===== src/rtl/axil_slave_regfile_if.sv =====
// rtl/axil_slave_regfile_if.sv - AXI4-Lite bus bundle between a master and the register-file slave
//
// Ports (signals): aw*, w*, b*, ar*, r* channel payloads and valid/ready pairs.
// Modports: master drives requests and ready for responses; slave mirrors it.
interface axil_slave_regfile_if #(
    parameter int ADDR_WIDTH = 32
);
    logic [ADDR_WIDTH-1:0] awaddr;
    logic                  awvalid;
    logic                  awready;
    logic [31:0]           wdata;
    logic [3:0]            wstrb;
    logic                  wvalid;
    logic                  wready;
    logic [1:0]            bresp;
    logic                  bvalid;
    logic                  bready;
    logic [ADDR_WIDTH-1:0] araddr;
    logic                  arvalid;
    logic                  arready;
    logic [31:0]           rdata;
    logic [1:0]            rresp;
    logic                  rvalid;
    logic                  rready;

    modport master (
        output awaddr, awvalid, wdata, wstrb, wvalid, bready, araddr, arvalid, rready,
        input  awready, wready, bresp, bvalid, arready, rdata, rresp, rvalid
    );

    modport slave (
        input  awaddr, awvalid, wdata, wstrb, wvalid, bready, araddr, arvalid, rready,
        output awready, wready, bresp, bvalid, arready, rdata, rresp, rvalid
    );
endinterface


===== src/rtl/axil_slave_regfile.sv =====
// rtl/axil_slave_regfile.sv - AXI4-Lite slave bank of NUM_REGS byte-strobed 32-bit registers
//
// Ports: aclk, aresetn (async active-low), s_axil (AXI-Lite slave modport),
//        reg_q (flat register contents, reg i at [32*i+31:32*i]).
// Build option: define AXIL_REGFILE_DECERR_EN to answer out-of-range accesses
//               with DECERR instead of SLVERR.
module axil_slave_regfile #(
    parameter int                    ADDR_WIDTH = 32,
    parameter int                    NUM_REGS   = 16,
    parameter logic [ADDR_WIDTH-1:0] BASE_ADDR  = '0
) (
    input  logic                     aclk,
    input  logic                     aresetn,
    axil_slave_regfile_if.slave      s_axil,
    output logic [NUM_REGS*32-1:0]   reg_q
);
    localparam int                    IDX_W = $clog2(NUM_REGS);
    localparam logic [ADDR_WIDTH-1:0] SPAN  = ADDR_WIDTH'(NUM_REGS * 4);
    localparam logic [1:0]            RESP_OKAY = 2'b00;
`ifdef AXIL_REGFILE_DECERR_EN
    localparam logic [1:0]            RESP_ERR  = 2'b11;
`else
    localparam logic [1:0]            RESP_ERR  = 2'b10;
`endif

    // Offset is computed modulo 2^ADDR_WIDTH so addresses below BASE_ADDR wrap out of range.
    function automatic logic in_range(input logic [ADDR_WIDTH-1:0] a);
        logic [ADDR_WIDTH-1:0] off;
        off = a - BASE_ADDR;
        return off < SPAN;
    endfunction

    function automatic logic [IDX_W-1:0] reg_index(input logic [ADDR_WIDTH-1:0] a);
        logic [ADDR_WIDTH-1:0] off;
        off = a - BASE_ADDR;
        return IDX_W'(off >> 2);
    endfunction

    typedef enum logic {W_IDLE, W_RESP} w_state_t;
    typedef enum logic {R_IDLE, R_DATA} r_state_t;

    logic [31:0] regs_q [NUM_REGS];

    // ---------------- write channel ----------------
    w_state_t              w_state_q, w_state_d;
    logic                  aw_have_q, aw_have_d, w_have_q, w_have_d;
    logic [ADDR_WIDTH-1:0] awaddr_q, awaddr_d;
    logic [31:0]           wdata_q, wdata_d;
    logic [3:0]            wstrb_q, wstrb_d;
    logic                  awready_q, awready_d, wready_q, wready_d;
    logic                  bvalid_q, bvalid_d;
    logic [1:0]            bresp_q, bresp_d;
    logic                  aw_hs, w_hs, commit;
    logic [ADDR_WIDTH-1:0] cm_addr;
    logic [31:0]           cm_data;
    logic [3:0]            cm_strb;

    assign aw_hs = s_axil.awvalid & awready_q;
    assign w_hs  = s_axil.wvalid & wready_q;
    // A channel arriving this cycle bypasses its holding register so commit is not delayed.
    assign cm_addr = aw_hs ? s_axil.awaddr : awaddr_q;
    assign cm_data = w_hs ? s_axil.wdata : wdata_q;
    assign cm_strb = w_hs ? s_axil.wstrb : wstrb_q;

    always_comb begin
        w_state_d = w_state_q;
        aw_have_d = aw_have_q;
        w_have_d  = w_have_q;
        awaddr_d  = awaddr_q;
        wdata_d   = wdata_q;
        wstrb_d   = wstrb_q;
        awready_d = awready_q;
        wready_d  = wready_q;
        bvalid_d  = bvalid_q;
        bresp_d   = bresp_q;
        commit    = 1'b0;
        case (w_state_q)
            W_IDLE: begin
                if (aw_hs) begin
                    awaddr_d  = s_axil.awaddr;
                    aw_have_d = 1'b1;
                end
                if (w_hs) begin
                    wdata_d  = s_axil.wdata;
                    wstrb_d  = s_axil.wstrb;
                    w_have_d = 1'b1;
                end
                if ((aw_have_q | aw_hs) && (w_have_q | w_hs)) begin
                    commit    = 1'b1;
                    bvalid_d  = 1'b1;
                    bresp_d   = in_range(cm_addr) ? RESP_OKAY : RESP_ERR;
                    aw_have_d = 1'b0;
                    w_have_d  = 1'b0;
                    awready_d = 1'b0;
                    wready_d  = 1'b0;
                    w_state_d = W_RESP;
                end else begin
                    awready_d = !(aw_have_q | aw_hs);
                    wready_d  = !(w_have_q | w_hs);
                end
            end
            W_RESP: begin
                if (s_axil.bready) begin
                    bvalid_d  = 1'b0;
                    awready_d = 1'b1;
                    wready_d  = 1'b1;
                    w_state_d = W_IDLE;
                end
            end
            default: w_state_d = W_IDLE;
        endcase
    end

    always_ff @(posedge aclk or negedge aresetn) begin
        if (!aresetn) begin
            w_state_q <= W_IDLE;
            aw_have_q <= 1'b0;
            w_have_q  <= 1'b0;
            awaddr_q  <= '0;
            wdata_q   <= '0;
            wstrb_q   <= '0;
            awready_q <= 1'b0;
            wready_q  <= 1'b0;
            bvalid_q  <= 1'b0;
            bresp_q   <= 2'b00;
        end else begin
            w_state_q <= w_state_d;
            aw_have_q <= aw_have_d;
            w_have_q  <= w_have_d;
            awaddr_q  <= awaddr_d;
            wdata_q   <= wdata_d;
            wstrb_q   <= wstrb_d;
            awready_q <= awready_d;
            wready_q  <= wready_d;
            bvalid_q  <= bvalid_d;
            bresp_q   <= bresp_d;
        end
    end

    always_ff @(posedge aclk or negedge aresetn) begin
        if (!aresetn) begin
            for (int i = 0; i < NUM_REGS; i++) begin
                regs_q[i] <= '0;
            end
        end else if (commit && in_range(cm_addr)) begin
            for (int k = 0; k < 4; k++) begin
                if (cm_strb[k]) begin
                    regs_q[reg_index(cm_addr)][8*k +: 8] <= cm_data[8*k +: 8];
                end
            end
        end
    end

    // ---------------- read channel ----------------
    r_state_t    r_state_q, r_state_d;
    logic        arready_q, arready_d, rvalid_q, rvalid_d;
    logic [31:0] rdata_q, rdata_d;
    logic [1:0]  rresp_q, rresp_d;
    logic        ar_hs;

    assign ar_hs = s_axil.arvalid & arready_q;

    // rdata samples regs_q before any same-edge commit lands, so a colliding read sees the old value.
    always_comb begin
        r_state_d = r_state_q;
        arready_d = arready_q;
        rvalid_d  = rvalid_q;
        rdata_d   = rdata_q;
        rresp_d   = rresp_q;
        case (r_state_q)
            R_IDLE: begin
                arready_d = 1'b1;
                if (ar_hs) begin
                    arready_d = 1'b0;
                    rvalid_d  = 1'b1;
                    if (in_range(s_axil.araddr)) begin
                        rdata_d = regs_q[reg_index(s_axil.araddr)];
                        rresp_d = RESP_OKAY;
                    end else begin
                        rdata_d = '0;
                        rresp_d = RESP_ERR;
                    end
                    r_state_d = R_DATA;
                end
            end
            R_DATA: begin
                if (s_axil.rready) begin
                    rvalid_d  = 1'b0;
                    arready_d = 1'b1;
                    r_state_d = R_IDLE;
                end
            end
            default: r_state_d = R_IDLE;
        endcase
    end

    always_ff @(posedge aclk or negedge aresetn) begin
        if (!aresetn) begin
            r_state_q <= R_IDLE;
            arready_q <= 1'b0;
            rvalid_q  <= 1'b0;
            rdata_q   <= '0;
            rresp_q   <= 2'b00;
        end else begin
            r_state_q <= r_state_d;
            arready_q <= arready_d;
            rvalid_q  <= rvalid_d;
            rdata_q   <= rdata_d;
            rresp_q   <= rresp_d;
        end
    end

    assign s_axil.awready = awready_q;
    assign s_axil.wready  = wready_q;
    assign s_axil.bvalid  = bvalid_q;
    assign s_axil.bresp   = bresp_q;
    assign s_axil.arready = arready_q;
    assign s_axil.rvalid  = rvalid_q;
    assign s_axil.rdata   = rdata_q;
    assign s_axil.rresp   = rresp_q;

    for (genvar i = 0; i < NUM_REGS; i++) begin : g_flat
        assign reg_q[32*i +: 32] = regs_q[i];
    end
endmodule


===== src/flat_wrapper.sv =====
// flat-port wrapper written by rule: the top's interface ports become plain ports
module axil_slave_regfile_flat 
#(
    parameter int                    ADDR_WIDTH = 32,
    parameter int                    NUM_REGS   = 16,
    parameter logic [ADDR_WIDTH-1:0] BASE_ADDR  = '0
)
  (aclk, aresetn, reg_q, s_axil_awaddr, s_axil_awvalid, s_axil_wdata, s_axil_wstrb, s_axil_wvalid, s_axil_bready, s_axil_araddr, s_axil_arvalid, s_axil_rready, s_axil_awready, s_axil_wready, s_axil_bresp, s_axil_bvalid, s_axil_arready, s_axil_rdata, s_axil_rresp, s_axil_rvalid);
  axil_slave_regfile_if #(.ADDR_WIDTH(ADDR_WIDTH)) s_axil_i ();
  input  logic aclk;
  input  logic aresetn;
  output logic [NUM_REGS*32-1:0] reg_q;
  input wire logic [$bits(s_axil_i.awaddr)-1:0] s_axil_awaddr;
  input wire logic [$bits(s_axil_i.awvalid)-1:0] s_axil_awvalid;
  input wire logic [$bits(s_axil_i.wdata)-1:0] s_axil_wdata;
  input wire logic [$bits(s_axil_i.wstrb)-1:0] s_axil_wstrb;
  input wire logic [$bits(s_axil_i.wvalid)-1:0] s_axil_wvalid;
  input wire logic [$bits(s_axil_i.bready)-1:0] s_axil_bready;
  input wire logic [$bits(s_axil_i.araddr)-1:0] s_axil_araddr;
  input wire logic [$bits(s_axil_i.arvalid)-1:0] s_axil_arvalid;
  input wire logic [$bits(s_axil_i.rready)-1:0] s_axil_rready;
  output wire logic [$bits(s_axil_i.awready)-1:0] s_axil_awready;
  output wire logic [$bits(s_axil_i.wready)-1:0] s_axil_wready;
  output wire logic [$bits(s_axil_i.bresp)-1:0] s_axil_bresp;
  output wire logic [$bits(s_axil_i.bvalid)-1:0] s_axil_bvalid;
  output wire logic [$bits(s_axil_i.arready)-1:0] s_axil_arready;
  output wire logic [$bits(s_axil_i.rdata)-1:0] s_axil_rdata;
  output wire logic [$bits(s_axil_i.rresp)-1:0] s_axil_rresp;
  output wire logic [$bits(s_axil_i.rvalid)-1:0] s_axil_rvalid;
  assign s_axil_i.awaddr = s_axil_awaddr;
  assign s_axil_i.awvalid = s_axil_awvalid;
  assign s_axil_i.wdata = s_axil_wdata;
  assign s_axil_i.wstrb = s_axil_wstrb;
  assign s_axil_i.wvalid = s_axil_wvalid;
  assign s_axil_i.bready = s_axil_bready;
  assign s_axil_i.araddr = s_axil_araddr;
  assign s_axil_i.arvalid = s_axil_arvalid;
  assign s_axil_i.rready = s_axil_rready;
  assign s_axil_awready = s_axil_i.awready;
  assign s_axil_wready = s_axil_i.wready;
  assign s_axil_bresp = s_axil_i.bresp;
  assign s_axil_bvalid = s_axil_i.bvalid;
  assign s_axil_arready = s_axil_i.arready;
  assign s_axil_rdata = s_axil_i.rdata;
  assign s_axil_rresp = s_axil_i.rresp;
  assign s_axil_rvalid = s_axil_i.rvalid;
  axil_slave_regfile #(.ADDR_WIDTH(ADDR_WIDTH), .NUM_REGS(NUM_REGS), .BASE_ADDR(BASE_ADDR)) u_core (.aclk(aclk), .aresetn(aresetn), .s_axil(s_axil_i), .reg_q(reg_q));
endmodule

===== config.mk =====
export PLATFORM = sky130hd
export DESIGN_NAME = axil_slave_regfile_flat
export DESIGN_NICKNAME = d
export VERILOG_FILES = /design/src/rtl/axil_slave_regfile_if.sv /design/src/rtl/axil_slave_regfile.sv /design/src/flat_wrapper.sv
export SDC_FILE = /design/constraint.sdc
export NUM_CORES = 1
export LEC_CHECK = 0
export ABC_AREA = 1
export CAP_MARGIN = 20
export CORE_ASPECT_RATIO = 0.7
export CORE_MARGIN = 3
export CORE_UTILIZATION = 45
export DETAILED_ROUTE_END_ITERATION = 8
export PLACE_DENSITY = 0.7
export SYNTH_ARGS = -nofsm -noshare
export SYNTH_HDL_FRONTEND = slang
export SYNTH_SLANG_ARGS = --single-unit

===== constraint.sdc =====
create_clock -name aclk -period 2.2 [get_ports aclk]
set_input_delay 0.44 -clock aclk [delete_from_list [all_inputs] [get_ports aclk]]
set_output_delay 0.44 -clock aclk [all_outputs]
set_load 0.05 [all_outputs]

Yosys cells after proc, flatten, opt, wreduce, memory -nomap -nowiden
Cells that the tools add are included.

cells by class
  $lt $le $gt $ge = 5
  equality and inequality tests = 4
  muxes and demuxes = 53
  bitwise operators = 9
  reduce and logical (&&, ||, !) cells = 13

operator list
  cell                                                          count
  2-to-1 mux 512 bit                                            7
  bitwise mux 512 bit                                           4
  demux 32 bit (select 4 bit)                                   4
  2-to-1 mux 32 bit                                             6
  binary-select mux 32 bit (select 4 bit)                       1
  less-than comparator 32 x 7 -> 1 bit (second input constant)  2
  2-to-1 mux 24 bit                                             1
  2-to-1 mux 1 bit                                              18
  2-to-1 mux 16 bit                                             1
  one-hot mux 1 bit (2 select lines)                            7
  AND reduction 2 bit                                           6
  >= comparator 5 bit (second input constant)                   2
  inverter 4 -> 5 bit                                           2
  2-to-1 mux 8 bit                                              1
  less-than comparator 5 x 1 -> 1 bit (second input constant)   1
  2-to-1 mux 2 bit                                              2
  2-to-1 mux 4 bit                                              1
  inequality test 2 x 1 -> 1 bit (second input constant)        2
  inequality test 2 bit (second input constant)                 2
  nonzero test 2 bit                                            2
  bitwise AND 1 bit                                             3
  logical AND 1 bit                                             3
  zero test 1 bit                                               2
  inverter 1 bit                                                2
  bitwise OR 1 bit                                              2

word-level totals
  bits in registers = 625
  bits of input ports = 107
  logic and storage cells = 115

Longest topological paths before layout
Gate-level depths: netlist of the first run.

  word-level depth = 18
  gate-level depth with buffers = 11

Least setup slack after synthesis of the first run
OpenSTA, ideal clock, no wires.

  kind = reg-to-reg
  start = register u_core.wready_q, in the netlist u_core.s_axil.wready
  end = register u_core.regs_q (netlist bit u_core.reg_q[62])
  setup time = 0.119 ns
  arrival time = 1.990 ns
  data required time = 2.081 ns
  slack = 0.091 ns
  cell stages (with the launch flop) = 11
  path buffers = 1
  cell sequence = dfrtp_1 > nand2_4 > nor2_2 > inv_2 > nand2_2 > nand2_2 > nor2_8 > buf_6 > nand4_4 > nand2_1 > nand2_1

between the ends
  word-level cells in the longest chain between the ends = 12
  elaborated cells on any way between the ends = 18
  those cells by class = mux (14); bitwise (2); reduce/logical (2)

ends and longest elaborated chain
  what                            line                       RTL
  start: declaration              axil_slave_regfile.sv:50   logic awready_q, awready_d, wready_q, wready_d;
  start signal: assignment        axil_slave_regfile.sv:134  wready_q <= wready_d;
  bitwise AND 1 bit (*)           axil_slave_regfile.sv:59   assign w_hs = s_axil.wvalid & wready_q;
  2-to-1 mux 4 bit                axil_slave_regfile.sv:63   assign cm_strb = w_hs ? s_axil.wstrb : wstrb_q;
  2-to-1 mux 512 bit              axil_slave_regfile.sv:147  if (cm_strb[k]) begin
  2-to-1 mux 512 bit              axil_slave_regfile.sv:145  end else if (commit && in_range(cm_addr)) begin
  bitwise mux 512 bit             axil_slave_regfile.sv:148  regs_q[reg_index(cm_addr)][8*k +: 8] <= cm_data[8*k +: 8];
  2-to-1 mux 512 bit              axil_slave_regfile.sv:147
  2-to-1 mux 512 bit              axil_slave_regfile.sv:145
  bitwise mux 512 bit             axil_slave_regfile.sv:148
  2-to-1 mux 512 bit              axil_slave_regfile.sv:147
  2-to-1 mux 512 bit              axil_slave_regfile.sv:145
  bitwise mux 512 bit             axil_slave_regfile.sv:148
  2-to-1 mux 512 bit              axil_slave_regfile.sv:147
  end signal: indexed assignment  axil_slave_regfile.sv:148
  end: declaration                axil_slave_regfile.sv:42   logic [31:0] regs_q [NUM_REGS];

Every way passes the cells marked *; elsewhere a longest branch is shown, timed or not. The select of a mux whose other input is x is not followed.
A chain may end at the register's enable or synchronous reset.

Final worst setup path of the first run
  start = register u_core.regs_q (netlist bit u_core.reg_q[202])
  end = output port reg_q[202]

RTL lines
  what              line                RTL
  end: declaration  flat_wrapper.sv:12  output logic [NUM_REGS*32-1:0] reg_q;

No word-level cell between the ends.

==> results of run 1 <==
synthesized netlist by cell type, types with 3 or more instances:
| library cell | n |
|---|---|
| clkbuf_1 | 124 |
| nor2_1 | 35 |
| o21ai_0 | 88 |
| nand2_2 | 7 |
| nand2_8 | 3 |
| inv_1 | 62 |
| a21oi_1 | 196 |
| buf_6 | 38 |
| nor4_1 | 4 |
| nand2_1 | 1719 |
| nand2_4 | 7 |
| nand4_1 | 512 |
| nor2_8 | 18 |
| nand4_4 | 61 |
| o21ai_1 | 32 |
| buf_2 | 132 |
| inv_2 | 5 |
| dfrtp_1 | 621 |
| nand4_2 | 4 |
| nand3_1 | 211 |
| buf_1 | 19 |
| a22oi_1 | 47 |
| buf_4 | 29 |
| o21ai_4 | 8 |
logic make-up after synthesis:
group / Yosys count
flip-flops: 621
AO/OA/AOI/OAI: 372
buffers and inverters: 414
AND/OR/NAND/NOR: 2589
other: 1
area by class of cell:
class / instances / area (um2) / share of cell area
sequential: 621 / 15500 / 0.353
clock buffer: 88 / 1760 / 0.0399
inverter: 72 / 294 / 0.00668
multi-input combinational: 2963 / 14900 / 0.339
antenna: 2 / 5.00 / 0.000114
timing repair buffer: 1008 / 10000 / 0.228
tap: 954 / 1190 / 0.0271
clock inverter: 22 / 312 / 0.00708
sequential cells by signal (all words and copies together), names as in the netlist:
name and cells:
u_core.s_axil.bresp 1, u_core.s_axil.awready 1, u_core.w_have_q 1, u_core.w_state_q 1
u_core.s_axil.rvalid 1, u_core.aw_have_q 1, u_core.s_axil.bvalid 1, u_core.reg_q 512
u_core.s_axil.rdata 32, u_core.s_axil.wready 1, u_core.wdata_q 32, u_core.wstrb_q 4
u_core.awaddr_q 30, u_core.r_state_q 1, u_core.s_axil.arready 1, u_core.s_axil.rresp 1
routing by layer:
metal,global-route usage,wire (um),vias to the layer above
met5,0,0,-
met4,0.159,6920,0
met3,0.0806,14700,357
met2,0.559,63500,2174
met1,0.466,53200,16600
li1,-,-,15100
worst max path at each step:
stage	start	to	slack, ps
floorplan	u_core.s_axil.wready	u_core.reg_q[62]	90
global placement	s_axil_awvalid	u_core.reg_q[10]	-370
detailed placement	s_axil_awvalid	u_core.reg_q[98]	-420
CTS	u_core.reg_q[202]	reg_q[202]	10
global route	u_core.s_axil.awready	u_core.reg_q[257]	4
finish	u_core.reg_q[202]	reg_q[202]	40
power by group through the flow:
stage                     logic (uW)  registers [uW]  clock network, uW
final                          13500           12400              11100
after global routing           14100           12500              11700
after CTS                      13100           12400              11200
after detailed placement       13100           12600                  0
after global placement         13000           12600                  0
after floorplan                 6660           12700                  0
placed cells by master, fill, tap and decap left out, drive strengths merged:
master,synthesis,final
nand3,211,211
bufinv,0,7
clkinv,4,15
and2,2,2
nor3,2,2
a22oi,47,47
clkinvlp,0,3
dlygate4sd3,0,1
inv,68,69
buf,218,467
nand2,1736,1736
diode,0,2
o21ai,128,128
dfrtp,621,621
clkdlybuf4s50,0,98
dlygate4sd2,0,441
clkbuf,124,89
conb,1,2
o211ai,1,1
or2,2,2
nor4,4,4
nor2,55,55
nand4,577,577
a21oi,196,196
metrics by stage:
step | instances | hold WS, ps | util | setup TNS [ps] | setup slack [ps]
3_5_place_dp | 5613 | 391 | 0.600 | -181430 | -422
5_1_grt | 5729 | 326 | 0.622 | 0 | 3.86
6_report | 5730 | 314 | 0.622 | 0 | 40.6
4_1_cts | 5724 | 280 | 0.621 | 0 | 11.3
2_1_floorplan | 3998 | 144 | - | 0 | 90.7
3_3_place_gp | 5613 | 392 | 0.600 | -160090 | -374
timing repair:
item                                   in CTS  in global routing
setup buffers                               0                  4
hold buffers                                1                  0
setup endpoints to repair                 441                189
pin swaps                                   0                  2
resized for setup                         441                  4
endpoints found under the hold margin      27                  0
==> flow_metrics.env, run 1 <==
export IMPL_status="finished, final reports clean"
export IMPL_postSynthCellCount=3997
export IMPL_wl_per_cell_um=24.1
export IMPL_r2r_cells=10
export IMPL_io_buffers=653
export IMPL_dr_pass1_iters=7
export IMPL_ys_warn_count=0
export IMPL_synth_top_family_by_area="simple AND/OR/NAND/NOR gates"
export IMPL_ioPinCount=660
export IMPL_synth_avg_cell_area_um2=8.14
export IMPL_grt_pass1_wl_mm=206
export IMPL_cts_tree="yes"
export IMPL_drive_above_1_share=0.144
export IMPL_via_count=34200
export IMPL_cts_buffer_depth=3
export IMPL_chipWidth_um=327
export IMPL_grt_overflow_total=0
export IMPL_finalSetupViolations=0
export IMPL_die_h_um=231
export IMPL_netlist_area_mm2=0.0325
export IMPL_clock_sinks=621
export IMPL_grt_usage=0.354
export IMPL_fin_nets=4834
export IMPL_max_clock_freq_ghz=0.463
export IMPL_cp_start_kind="flop"
export IMPL_grt_pass1_vias=31900
export IMPL_irDropWorstVdd_mv=0.668
export IMPL_synth_distinct_cells=33
export IMPL_clock_latency_ps=660
export IMPL_cp_end_kind="output pin"
export IMPL_num_rows=81
export IMPL_path_depth=1
export IMPL_r2r_end="u_core.reg_q[326]"
export IMPL_synth_compound_area_share=0.0637
export IMPL_p_sw_frac=0.382
export IMPL_seqPwrFrac=0.335
export IMPL_synth_top_area_frac=0.478
export IMPL_drt_iter0_markers=4476
export IMPL_cp_num_buf_inv=1
export IMPL_start_util=0.460
export IMPL_slowest_delay_ps=570
export IMPL_cp_arrival_ps=1720
export IMPL_crit_chain="dlygate4sd2_1"
export IMPL_synth_edff_count=0
export IMPL_cts_root_buf="clkbuf_16"
export IMPL_slew_headroom=0.556
export IMPL_power_internal_uw=22900
export IMPL_routed_wl_mm=138
export IMPL_rsz0062_at_grt="false"
export IMPL_yosys_area_top_type="dfrtp_1"
export IMPL_post_route_min_period_ps=2160
export IMPL_synthMuxAreaShare=0
export IMPL_core_area_mm2=0.0707
export IMPL_ys_top_cells_by_area="dfrtp_1, nand2_1, nand4_1"
export IMPL_gp_routability_congestion=0.975
export IMPL_die_area_mm2=0.0756
export IMPL_antenna_found_initial=2
export IMPL_hold_violations=0
export IMPL_fillers=6232
export IMPL_synth_xor_area_frac=0
export IMPL_hpwlAfterDp_mm=101
export IMPL_slowest_stage="dlygate4sd2_1"
export IMPL_worst_ep_required_time_ps=1760
export IMPL_cellPowerDensity_mw_per_mm2=842
export IMPL_synth_ff_type="dfrtp_1"
export IMPL_finalCritPeriodShare=0.982
export IMPL_worstMarginPinSlew_ps=666
export IMPL_viasPerCell=5.97
export IMPL_synth_async_reset_ratio=1.00
export IMPL_synth_seq_cells=621
export IMPL_crit_family="buffers and inverters"
export IMPL_finalInstanceArea_mm2=0.0440
export IMPL_p_sw_uw=14200
export IMPL_p_leak_uw=0.0245
export IMPL_clkPwrFrac=0.300
export IMPL_numCtsBuffers=61
export IMPL_finClkSkew_ps=28.3
export IMPL_grt_max_degree=80
export IMPL_totalPowerFinal_uw=37100
export IMPL_ys_seq_area_frac=0.478
export IMPL_worst_setup_path_type="reg -> out"
export IMPL_hold_class="in -> async"
export IMPL_drc=0
export IMPL_r2r_slack_ps=100
export IMPL_drv_slew=0
export IMPL_synth_fa_ha_area_frac=0
export IMPL_cts_htree_levels=2
export IMPL_r2r_start="u_core.s_axil.awready"
export IMPL_ant_nets=0
export IMPL_maxCapViolations=0
export IMPL_clkSlewWorstSetupHoldPaths_ps=70
export IMPL_synthSimpleGateAreaFrac=0.394
export IMPL_placed_area_mm2=0.0424
export IMPL_p_comb_frac=0.364
export IMPL_syn2layout_area_growth_pct=35.3
export IMPL_critPathMaxFanout=3
Power figures use the tool's default switching activity.
==> run 2, diff against run 1 <==
--- a/config.mk
+++ b/config.mk
@@ -9,9 +9,9 @@
 export CAP_MARGIN = 20
 export CORE_ASPECT_RATIO = 0.7
 export CORE_MARGIN = 3
-export CORE_UTILIZATION = 45
+export CORE_UTILIZATION = 50
 export DETAILED_ROUTE_END_ITERATION = 8
-export PLACE_DENSITY = 0.7
+export PLACE_DENSITY = 0.77
 export SYNTH_ARGS = -nofsm -noshare
 export SYNTH_HDL_FRONTEND = slang
 export SYNTH_SLANG_ARGS = --single-unit
==> constraint.sdc (replaced) <==
create_clock -name aclk -period 2.5 [get_ports aclk]
set_input_delay 0.5 -clock aclk [delete_from_list [all_inputs] [get_ports aclk]]
set_output_delay 0.5 -clock aclk [all_outputs]
set_load 0.05 [all_outputs]
==> run 2 against run 1 <==
Compared with the run above:
- clock skew increased by 2.3 ps
- first-iteration DRC count increased by 11%
- critical path depth unchanged
- sequential power decreased by 12%
- global-route usage increased by 2.5 points
- worst setup slack got worse by 36 ps
- register-to-register slack improved by 220 ps
- hold slack improved by 110 ps
- sequential cell count unchanged
- combinational power decreased by 16%
- cell count decreased by 2.7%
- critical path type unchanged
- via count increased by 0.77%
==> flow_metrics.env, run 2 (synthesized netlist as in run 1, its figures left out) <==
export IMPL_cellPowerDensity_mw_per_mm2=723
export IMPL_drv_slew=0
export IMPL_syn2layout_area_growth_pct=34.4
export IMPL_grt_pass1_vias=32200
export IMPL_max_clock_freq_ghz=0.401
export IMPL_gp_routability_congestion=0.964
export IMPL_cp_start_kind="flop"
export IMPL_setup_slack_ps=5.00
export IMPL_cts_buffer_depth=3
export IMPL_post_place_cells=5466
export IMPL_grt_usage=0.379
export IMPL_power_internal_uw=19400
export IMPL_ant_nets=0
export IMPL_finClkSkew_ps=30.6
export IMPL_ioPinCount=660
export IMPL_hold_class="in -> async"
export IMPL_core_area_mm2=0.0638
export IMPL_cts_tree="yes"
export IMPL_final_seq_area_mm2=0.0155
export IMPL_grt_pass1_wl_mm=201
export IMPL_layout_common_cells="nand2_1, dfrtp_1, clkdlybuf4s50_1, nand4_1, nand3_1"
export IMPL_cp_arrival_ps=1990
export IMPL_post_route_min_period_ps=2490
export IMPL_viasPerCell=6.18
export IMPL_antenna_found_initial=1
export IMPL_slew_headroom=0.518
export IMPL_worst_setup_path_type="reg -> out"
export IMPL_finalInstanceArea_mm2=0.0437
export IMPL_totalPowerFinal_uw=31600
export IMPL_hold_violations=0
export IMPL_clock_sinks=621
export IMPL_post_cts_buffers=0
export IMPL_slowest_delay_ps=930
export IMPL_cts_root_buf="clkbuf_16"
export IMPL_worstMarginPinSlew_ps=722
export IMPL_fin_nets=4768
export IMPL_place_ws_ps=-227
export IMPL_die_h_um=219
export IMPL_clock_latency_ps=640
export IMPL_drt_iter0_markers=4958
export IMPL_multi_input_area_mm2=0.0149
export IMPL_irDropWorstVdd_mv=0.617
export IMPL_finalSetupTns_ps=0
export IMPL_diodes=0
export IMPL_wl_per_cell_um=23.9
export IMPL_routed_wl_mm=133
export IMPL_p_sw_uw=12200
export IMPL_final_common_cell="nand2_1"
export IMPL_chipWidth_um=311
export IMPL_cts_htree_levels=2
export IMPL_largest_reg_flops=512
export IMPL_p_leak_uw=0.0222
export IMPL_via_count=34500
export IMPL_grt_max_degree=94
export IMPL_worst_ep_required_time_ps=2000
export IMPL_clkSlewWorstSetupHoldPaths_ps=60
export IMPL_fillers=5028
export IMPL_stdcell_count=5577
export IMPL_placed_area_mm2=0.0417
export IMPL_cp_end_kind="output pin"
export IMPL_num_rows=77
export IMPL_maxCapViolations=0
export IMPL_crit_chain="clkdlybuf4s50_1"
export IMPL_numCtsBuffers=61
export IMPL_drc=0
export IMPL_status="finished, final reports clean"
export IMPL_dr_pass1_iters=9
export IMPL_io_buffers=653
export IMPL_finalSetupViolations=0
export IMPL_die_area_mm2=0.0682
export IMPL_finalCritPeriodShare=0.998
export IMPL_p_sw_frac=0.387
export IMPL_grt_overflow_total=0
export IMPL_cp_num_buf_inv=1
export IMPL_hpwlAfterDp_mm=96.3
export IMPL_start_util=0.510
export IMPL_slowest_stage="clkdlybuf4s50_1"
export IMPL_critPathMaxFanout=3
export IMPL_seqPwrFrac=0.347
export IMPL_p_comb_frac=0.357
export IMPL_crit_family="buffers and inverters"
export IMPL_clkPwrFrac=0.296
export IMPL_drive_above_1_share=0.111
-- run 2: worst paths after layout --
kind	start	end	slack [ps]	cells after the start
max	u_core.reg_q[241]	reg_q[241]	5	1
min	aresetn	u_core.wdata_q[3]	420	2
max reg2reg	u_core.s_axil.awready	u_core.reg_q[452]	320	11
min reg2reg	u_core.awaddr_q[22]	u_core.awaddr_q[22]	480	2
max in group asynchronous	aresetn	u_core.reg_q[381]	1140	3
min in group aclk	s_axil_wdata[18]	u_core.wdata_q[18]	440	3
-- run 2: area by class of cell --
cell class | count | share of cell area
clock buffer | 86 | 0.0403
clock inverter | 24 | 0.00461
sequential | 621 | 0.355
multi-input combinational | 2963 | 0.341
timing repair buffer | 942 | 0.228
inverter | 72 | 0.00655
tap | 869 | 0.0249
-- run 2: power by group through the flow --
stage,logic [uW],clock network (uW),registers [uW]
after floorplan,5860,0,11200
after global placement,10800,0,11100
after detailed placement,11000,0,11100
after CTS,11000,9380,10900
after global routing,11800,9840,11000
final,11300,9360,10900
-- run 2: layer usage --
layer  part of all wire  track usage
met2               0.45        0.594
met4              0.059        0.187
met1               0.36        0.484
met5           0.000097            0
met3               0.12        0.112
-- run 2: through the flow --
stage                     hold WS, ps   util
after floorplan                   204      -
after global placement            457  0.654
after detailed placement          460  0.654
after CTS                         390  0.685
after global routing              438  0.686
final                             424  0.686
-- run 2: what timing repair did --
| item | CTS | global route |
|---|---|---|
| resized for setup | 6 | 22 |
| endpoints found under the setup margin | 6 | 22 |
| hold endpoints to repair | 20 | 0 |
| hold buffers | 1 | 0 |
